File: config.mk
export PLATFORM = sky130hd
export DESIGN_NAME = dsc_cache_ctrl_flat
export DESIGN_NICKNAME = d
export VERILOG_FILES = /design/src/rtl/dsc_cache_pkg.sv /design/src/rtl/dsc_cache_if.sv /design/src/rtl/dsc_out_skid.sv /design/src/rtl/dsc_cache_ctrl.sv /design/src/flat_wrapper.sv
export SDC_FILE = /design/constraint.sdc
export NUM_CORES = 1
export LEC_CHECK = 0
export ABC_CLOCK_PERIOD_IN_PS = 8850
export BUFFER_PORTS_ARGS = -buffer_cell sky130_fd_sc_hd__buf_2
export CORE_MARGIN = 10
export CORE_UTILIZATION = 38
export DETAILED_ROUTE_END_ITERATION = 8
export PLACE_DENSITY = 0.72
export SYNTH_ARGS = -nofsm -noshare
export SYNTH_HDL_FRONTEND = slang
export SYNTH_SLANG_ARGS = --single-unit
File: constraint.sdc
create_clock -name CLK -period 8.85 [get_ports CLK]
set_input_delay 2.655 -clock CLK [delete_from_list [all_inputs] [get_ports CLK]]
set_output_delay 2.655 -clock CLK [all_outputs]
set_load 0.05 [all_outputs]
File: src/rtl/dsc_cache_pkg.sv
// Shared constants and types for the CoreDMA descriptor cache controller.
package dsc_cache_pkg;

    localparam int unsigned DSC_W          = 88;
    localparam int unsigned DSC_DEPTH      = 4;
    localparam int unsigned DSC_AW         = 2;
    localparam int unsigned DSC_SKID_DEPTH = 3;
    localparam int unsigned DSC_SKID_CW    = 2;

    typedef logic [DSC_W-1:0]       dsc_t;
    typedef logic [DSC_AW-1:0]      dsc_ptr_t;
    typedef logic [DSC_AW:0]        dsc_cnt_t;
    typedef logic [DSC_SKID_CW-1:0] skid_cnt_t;
    typedef logic [DSC_SKID_CW:0]   skid_sum_t;

endpackage

File: src/rtl/dsc_cache_if.sv
// Descriptor handshake and cache SRAM port bundle; master is the controller side.
interface dsc_cache_if;
    import dsc_cache_pkg::*;

    logic     DSC_IN_VALID;
    logic     DSC_IN_READY;
    dsc_t     DSC_IN_DATA;
    logic     DSC_OUT_VALID;
    logic     DSC_OUT_READY;
    dsc_t     DSC_OUT_DATA;
    logic     W_EN;
    dsc_ptr_t W_ADDR;
    dsc_t     W_DATA;
    dsc_ptr_t R_ADDR;
    logic     R_ADDR_EN;
    logic     R_DATA_EN;
    logic     R_ADDR_SRST_N;
    logic     R_DATA_SRST_N;
    logic     BLK_EN;
    dsc_t     R_DATA;
    dsc_cnt_t CACHE_CNT;

    modport master (
        input  DSC_IN_VALID, DSC_IN_DATA, DSC_OUT_READY, R_DATA,
        output DSC_IN_READY, DSC_OUT_VALID, DSC_OUT_DATA, W_EN, W_ADDR, W_DATA,
               R_ADDR, R_ADDR_EN, R_DATA_EN, R_ADDR_SRST_N, R_DATA_SRST_N,
               BLK_EN, CACHE_CNT
    );

    modport slave (
        output DSC_IN_VALID, DSC_IN_DATA, DSC_OUT_READY, R_DATA,
        input  DSC_IN_READY, DSC_OUT_VALID, DSC_OUT_DATA, W_EN, W_ADDR, W_DATA,
               R_ADDR, R_ADDR_EN, R_DATA_EN, R_ADDR_SRST_N, R_DATA_SRST_N,
               BLK_EN, CACHE_CNT
    );

endinterface

File: src/rtl/dsc_out_skid.sv
// Small register FIFO that absorbs SRAM read returns in front of the channel engine.
module dsc_out_skid
    import dsc_cache_pkg::*;
(
    input  logic      clk,
    input  logic      srst,
    input  logic      clr,
    input  logic      push,
    input  dsc_t      push_data,
    input  logic      pop,
    output dsc_t      head,
    output skid_cnt_t count,
    output logic      empty
);

    dsc_t      mem_q [DSC_SKID_DEPTH];
    dsc_t      mem_d [DSC_SKID_DEPTH];
    skid_cnt_t rd_q, rd_d;
    skid_cnt_t wr_q, wr_d;
    skid_cnt_t cnt_q, cnt_d;
    logic      do_pop;

    function automatic skid_cnt_t nxt(input skid_cnt_t p);
        return (p == skid_cnt_t'(DSC_SKID_DEPTH - 1)) ? '0 : p + skid_cnt_t'(1);
    endfunction

    // Next-state for storage, pointers and occupancy; clr empties the FIFO.
    always_comb begin
        mem_d  = mem_q;
        rd_d   = rd_q;
        wr_d   = wr_q;
        do_pop = pop & (cnt_q != '0);
        if (push) begin
            mem_d[wr_q] = push_data;
            wr_d        = nxt(wr_q);
        end
        if (do_pop) begin
            rd_d = nxt(rd_q);
        end
        cnt_d = cnt_q + skid_cnt_t'(push) - skid_cnt_t'(do_pop);
        if (clr) begin
            rd_d  = '0;
            wr_d  = '0;
            cnt_d = '0;
        end
    end

    // Pointer and count registers.
    always_ff @(posedge clk) begin
        if (srst) begin
            rd_q  <= '0;
            wr_q  <= '0;
            cnt_q <= '0;
        end else begin
            rd_q  <= rd_d;
            wr_q  <= wr_d;
            cnt_q <= cnt_d;
        end
    end

    // Entry storage needs no reset; occupancy qualifies it.
    always_ff @(posedge clk) begin
        mem_q <= mem_d;
    end

    assign empty = (cnt_q == '0);
    assign count = cnt_q;
    assign head  = empty ? '0 : mem_q[rd_q];

endmodule

File: src/rtl/dsc_cache_ctrl.sv
// Descriptor cache controller: FIFO sequencing over a 4-entry SRAM with a
// 2-cycle registered read path and an output skid buffer.
// Optional macro DSC_CACHE_FLUSH_EN adds a FLUSH input that clears all state.
module dsc_cache_ctrl
    import dsc_cache_pkg::*;
(
    input  logic CLK,
    input  logic SRST,
`ifdef DSC_CACHE_FLUSH_EN
    input  logic FLUSH,
`endif
    dsc_cache_if.master bus
);

    dsc_ptr_t  wptr_q, wptr_d;
    dsc_ptr_t  rptr_q, rptr_d;
    dsc_cnt_t  cnt_q, cnt_d;
    logic      v1_q, v1_d;
    logic      v2_q, v2_d;
    logic      flush;
    logic      in_ready;
    logic      wr;
    logic      issue;
    skid_sum_t pend;
    skid_cnt_t skid_cnt;
    logic      skid_empty;
    dsc_t      skid_head;

`ifdef DSC_CACHE_FLUSH_EN
    assign flush = FLUSH;
`else
    assign flush = 1'b0;
`endif

    // Write acceptance, read issue and the next pointer/count/tag values.
    always_comb begin
        in_ready = (cnt_q < dsc_cnt_t'(DSC_DEPTH)) & ~flush;
        wr       = bus.DSC_IN_VALID & in_ready;
        pend     = skid_sum_t'(skid_cnt) + skid_sum_t'(v1_q) + skid_sum_t'(v2_q);
        issue    = (cnt_q != '0) & (pend < skid_sum_t'(DSC_SKID_DEPTH)) & ~flush;
        wptr_d   = wr ? wptr_q + dsc_ptr_t'(1) : wptr_q;
        rptr_d   = issue ? rptr_q + dsc_ptr_t'(1) : rptr_q;
        cnt_d    = cnt_q + dsc_cnt_t'(wr) - dsc_cnt_t'(issue);
        v1_d     = issue;
        v2_d     = v1_q;
        if (flush) begin
            wptr_d = '0;
            rptr_d = '0;
            cnt_d  = '0;
            v1_d   = 1'b0;
            v2_d   = 1'b0;
        end
    end

    // Pointer, count and in-flight tag registers.
    always_ff @(posedge CLK) begin
        if (SRST) begin
            wptr_q <= '0;
            rptr_q <= '0;
            cnt_q  <= '0;
            v1_q   <= 1'b0;
            v2_q   <= 1'b0;
        end else begin
            wptr_q <= wptr_d;
            rptr_q <= rptr_d;
            cnt_q  <= cnt_d;
            v1_q   <= v1_d;
            v2_q   <= v2_d;
        end
    end

    dsc_out_skid u_skid (
        .clk       (CLK),
        .srst      (SRST),
        .clr       (flush),
        .push      (v2_q),
        .push_data (bus.R_DATA),
        .pop       (bus.DSC_OUT_VALID & bus.DSC_OUT_READY),
        .head      (skid_head),
        .count     (skid_cnt),
        .empty     (skid_empty)
    );

    assign bus.DSC_IN_READY  = in_ready;
    assign bus.W_EN          = wr;
    assign bus.W_ADDR        = wptr_q;
    assign bus.W_DATA        = bus.DSC_IN_DATA;
    assign bus.R_ADDR        = rptr_q;
    assign bus.R_ADDR_EN     = issue;
    assign bus.R_DATA_EN     = v1_q;
    assign bus.R_ADDR_SRST_N = ~SRST;
    assign bus.R_DATA_SRST_N = ~SRST;
    assign bus.BLK_EN        = 1'b1;
    assign bus.DSC_OUT_VALID = ~skid_empty;
    assign bus.DSC_OUT_DATA  = skid_head;
    assign bus.CACHE_CNT     = cnt_q;

endmodule

File: src/flat_wrapper.sv
// flat-port wrapper written by rule: the top's interface ports become plain ports
module dsc_cache_ctrl_flat import dsc_cache_pkg::*;
  (CLK, SRST, bus_DSC_IN_VALID, bus_DSC_IN_DATA, bus_DSC_OUT_READY, bus_R_DATA, bus_DSC_IN_READY, bus_DSC_OUT_VALID, bus_DSC_OUT_DATA, bus_W_EN, bus_W_ADDR, bus_W_DATA, bus_R_ADDR, bus_R_ADDR_EN, bus_R_DATA_EN, bus_R_ADDR_SRST_N, bus_R_DATA_SRST_N, bus_BLK_EN, bus_CACHE_CNT);
  dsc_cache_if bus_i ();
  input  logic CLK;
  input  logic SRST;
  input wire logic [$bits(bus_i.DSC_IN_VALID)-1:0] bus_DSC_IN_VALID;
  input wire logic [$bits(bus_i.DSC_IN_DATA)-1:0] bus_DSC_IN_DATA;
  input wire logic [$bits(bus_i.DSC_OUT_READY)-1:0] bus_DSC_OUT_READY;
  input wire logic [$bits(bus_i.R_DATA)-1:0] bus_R_DATA;
  output wire logic [$bits(bus_i.DSC_IN_READY)-1:0] bus_DSC_IN_READY;
  output wire logic [$bits(bus_i.DSC_OUT_VALID)-1:0] bus_DSC_OUT_VALID;
  output wire logic [$bits(bus_i.DSC_OUT_DATA)-1:0] bus_DSC_OUT_DATA;
  output wire logic [$bits(bus_i.W_EN)-1:0] bus_W_EN;
  output wire logic [$bits(bus_i.W_ADDR)-1:0] bus_W_ADDR;
  output wire logic [$bits(bus_i.W_DATA)-1:0] bus_W_DATA;
  output wire logic [$bits(bus_i.R_ADDR)-1:0] bus_R_ADDR;
  output wire logic [$bits(bus_i.R_ADDR_EN)-1:0] bus_R_ADDR_EN;
  output wire logic [$bits(bus_i.R_DATA_EN)-1:0] bus_R_DATA_EN;
  output wire logic [$bits(bus_i.R_ADDR_SRST_N)-1:0] bus_R_ADDR_SRST_N;
  output wire logic [$bits(bus_i.R_DATA_SRST_N)-1:0] bus_R_DATA_SRST_N;
  output wire logic [$bits(bus_i.BLK_EN)-1:0] bus_BLK_EN;
  output wire logic [$bits(bus_i.CACHE_CNT)-1:0] bus_CACHE_CNT;
  assign bus_i.DSC_IN_VALID = bus_DSC_IN_VALID;
  assign bus_i.DSC_IN_DATA = bus_DSC_IN_DATA;
  assign bus_i.DSC_OUT_READY = bus_DSC_OUT_READY;
  assign bus_i.R_DATA = bus_R_DATA;
  assign bus_DSC_IN_READY = bus_i.DSC_IN_READY;
  assign bus_DSC_OUT_VALID = bus_i.DSC_OUT_VALID;
  assign bus_DSC_OUT_DATA = bus_i.DSC_OUT_DATA;
  assign bus_W_EN = bus_i.W_EN;
  assign bus_W_ADDR = bus_i.W_ADDR;
  assign bus_W_DATA = bus_i.W_DATA;
  assign bus_R_ADDR = bus_i.R_ADDR;
  assign bus_R_ADDR_EN = bus_i.R_ADDR_EN;
  assign bus_R_DATA_EN = bus_i.R_DATA_EN;
  assign bus_R_ADDR_SRST_N = bus_i.R_ADDR_SRST_N;
  assign bus_R_DATA_SRST_N = bus_i.R_DATA_SRST_N;
  assign bus_BLK_EN = bus_i.BLK_EN;
  assign bus_CACHE_CNT = bus_i.CACHE_CNT;
  dsc_cache_ctrl u_core (.CLK(CLK), .SRST(SRST), .bus(bus_i));
endmodule
==> impl_metrics.toml <==
[worst_setup_path]
worst_path_max_delay_cell = "buf_2"
timing.critical_path.cells = "buf_2, inv_1, buf_2"
worst_ep_required_time_ns = 6.20
critical_path.max_fanout = 15
r2r-end = "u_core.bus.CACHE_CNT[2]"
crit_end_category = "output port"
crit_path_max_incr_delay_ns = 0.25
critPathMostFrequentCell = "buf_2"
reg2reg_depth = 11
timing.critical_path.arrival_ns = 3.31
path_delay_family = "buffers and inverters"
r2r-start = "u_core.v2_q"
critical_path_depth = 3
startpoint_class_of_the_critical_path = "input pin"
timing.reg2reg.setup_slack_ns = 5.81
worstPathBufferInverterCount = 3
critPathKind = "in2out"

[synthesis]
cell_types_with_the_largest_area_share_after_synthesis = "edfxtp_1 (67%), mux2i_1 (7.4%), buf_4 (5.8%)"
yosys_register_bits = 279
mappedNetlistNets = 1012
synthMostInstantiatedCell = "edfxtp_1"
synth.distinct_cells = 33
synth.avg_cell_area_um2 = 14.33
synth_area_leader_cell = "edfxtp_1"
ys_flop_type = "edfxtp_1"
yosys_warnings = 0
synth_top_cells_by_count = "edfxtp_1 (264), nand2_1 (93), buf_4 (92), a21oi_1 (89), mux2i_1 (88)"
synthCells = 825
synth-seq-area-share = 0.6957
synth_enable_flop_cells = 264
synth_async_sr_flop_share = 0
synth_top_area_share = 0.6703
synth.cell_area_um2 = 11830

[placement]
dp.final_hpwl_um = 20300
place.gp.congestion = 0.7699
port_buffers = 193

[routing]
dr.first_iter.drc_count = 278
detail_route.wirelength_um = 30130
drtPass1Iterations = 7
avgRoutedWirePerCell_um = 22.32
via_count = 6546
post_drt_via_cell_ratio = 4.849
remaining_antenna_violation_count = 0
route.detailed.drc = 0

[clock_network]
worstSkewPairLatency_ns = 0.54
cts_setup_buffers = 0
cts-root-buf = "clkbuf_16"
cts_htree_levels = 1
numCtsBuffers = 28
ctsLongestPathBuffers = 3
clk_pin_slew_ns = 0.06
cts.hold.buffers_added = 0
post_cts.resized_instances = 0
cts_tree = "done"
numClockSinks = 279

[global_route]
number_of_antenna_violations_at_the_first_check_in_global_routing = 6
grt_use_met2 = 0.2598
number_of_global_route_vias_before_repair = 6762
grt_busiest_layer = "met2"
grt_usage = 0.1470
grt_first_pass_wirelength_um = 43650
grt_util_met1 = 0.1530
globalRouteOverflowTotal = 0
groute.layer.met3.usage = 0.05957
grt_start_max_net_pins = 92

[floorplanning]
coreArea_um2 = 30670
ioPinCount = 371
die_area_um2 = 38580
num_rows = 64
die_w_um = 196.4
fp.dieH_um = 196.4
initial_core_util = 0.3856

[power_and_ir_drop]
leakagePower_nw = 4.656
totalPowerFinal_mw = 4.410
pwr_density_nw_per_um2 = 330.8
maximum_vdd_ir_drop_mv = 0.3835

[flow_run]
drv_cap = 0

[outcome]
run_status = "complete, no violations"

[worst_hold_path]
timing.hold.worst.start = "u_core.bus.R_DATA_EN"
min_delay_worst_endpoint = "u_core.v2_q"
hold_depth = 1
min-delay-path-class = "reg2reg"

[sta]
whs_ns = 0.5048
clock-skew-final_ns = 0.009536
final_max_slew_viol_count = 0
worst-slew-pin-transition_ns = 1.037
finalCritPeriodShare = 0.6738
timing.setup.tns_ns = 0
maxSlewHeadroom = 0.3075
grt_setup_unrepaired = "no"
fmax_mhz = 167.7
min_period_ns = 5.963
finalSetupViolations = 0
final_hold_viol_count = 0

[cells_and_area]
final_layout_size_suffix_gt1_frac = 0.2677
nNetsFinal = 1117
area_delta_synth_final_pct = 12.73
[stage by stage]
stage	instance area (µm²)	instances	util	setup slack, ns
after detailed placement	12440	1296	0.4056	2.886
final	13330	1350	0.4347	2.887
after floorplan	11830	825	-	1.674
after global placement	12440	1296	0.4056	2.902
after global routing	13320	1346	0.4344	2.576
after CTS	13320	1345	0.4343	2.721
[metal layers]
metal | vias up | part of all wire
met3 | 72 | 0.10
met1 | 3138 | 0.35
met2 | 275 | 0.51
li1 | 3057 | -
met5 | - | 0.00046
met4 | 4 | 0.038
[where the power goes]
| group | internal, mW | switching (mW) |
|---|---|---|
| logic | 0.392 | 1.24 |
| clock network | 0.667 | 0.467 |
| registers | 1.57 | 0.0747 |
| total | 2.63 | 1.78 |
[logic make-up after synthesis]
| group | share of synthesized area |
|---|---|
| buf+inv | 0.08601 |
| other cells | 0.0003171 |
| simple gates | 0.08845 |
| flops | 0.6957 |
| compound gates | 0.04147 |
| mux | 0.07639 |
| xor+xnor | 0.002963 |
| fa+ha+maj | 0.008676 |
[cell type report]
class,count,area [µm²]
flip-flops and latches,279,8233
clock buffers,36,730.7
inverters,10,37.54
repair buffers,205,1056
clock inverters,13,150.1
well taps,396,495.5
multi-input cells,406,2616
fillers,2758,17340
diodes,5,12.51
[worst max-delay path by stage]
stage / slack [ns] / end / start
finish: 2.89 / bus_R_ADDR_SRST_N / SRST
global route: 2.58 / bus_DSC_OUT_DATA[35] / u_core.u_skid.rd_q[0]
CTS: 2.72 / bus_DSC_OUT_DATA[35] / u_core.u_skid.rd_q[0]
detailed placement: 2.89 / bus_R_ADDR_SRST_N / SRST
global placement: 2.90 / bus_R_DATA_SRST_N / SRST
floorplan: 1.67 / u_core.u_skid.mem_q[176] / u_core.v2_q
[registers in the layout, summed over array words and instances, names as in the netlist]
register / flops
u_core.bus.R_DATA_EN: 1
u_core.bus.R_ADDR: 2
u_core.v2_q: 1
u_core.u_skid.mem_q: 264
u_core.bus.CACHE_CNT: 3
u_core.u_skid.count: 2
u_core.u_skid.wr_q: 2
u_core.bus.W_ADDR: 2
u_core.u_skid.rd_q: 2
[placed cells by master, fill, tap and decap left out, drive strengths merged]
cell	n
a2111oi	1
a211oi	1
a21oi	90
and2	3
buf	205
bufinv	3
clkbuf	36
clkinv	9
clkinvlp	1
conb	1
dfxtp	15
diode	5
edfxtp	264
fa	2
ha	5
inv	10
mux2	2
mux2i	88
nand2	93
nand3b	1
nor2	11
nor2b	7
nor3	4
o21a	2
o21ai	1
or2	88
or3	1
or3b	1
xnor2	1
xor2	3
Note: power is estimated with default switching activity, not from simulation.
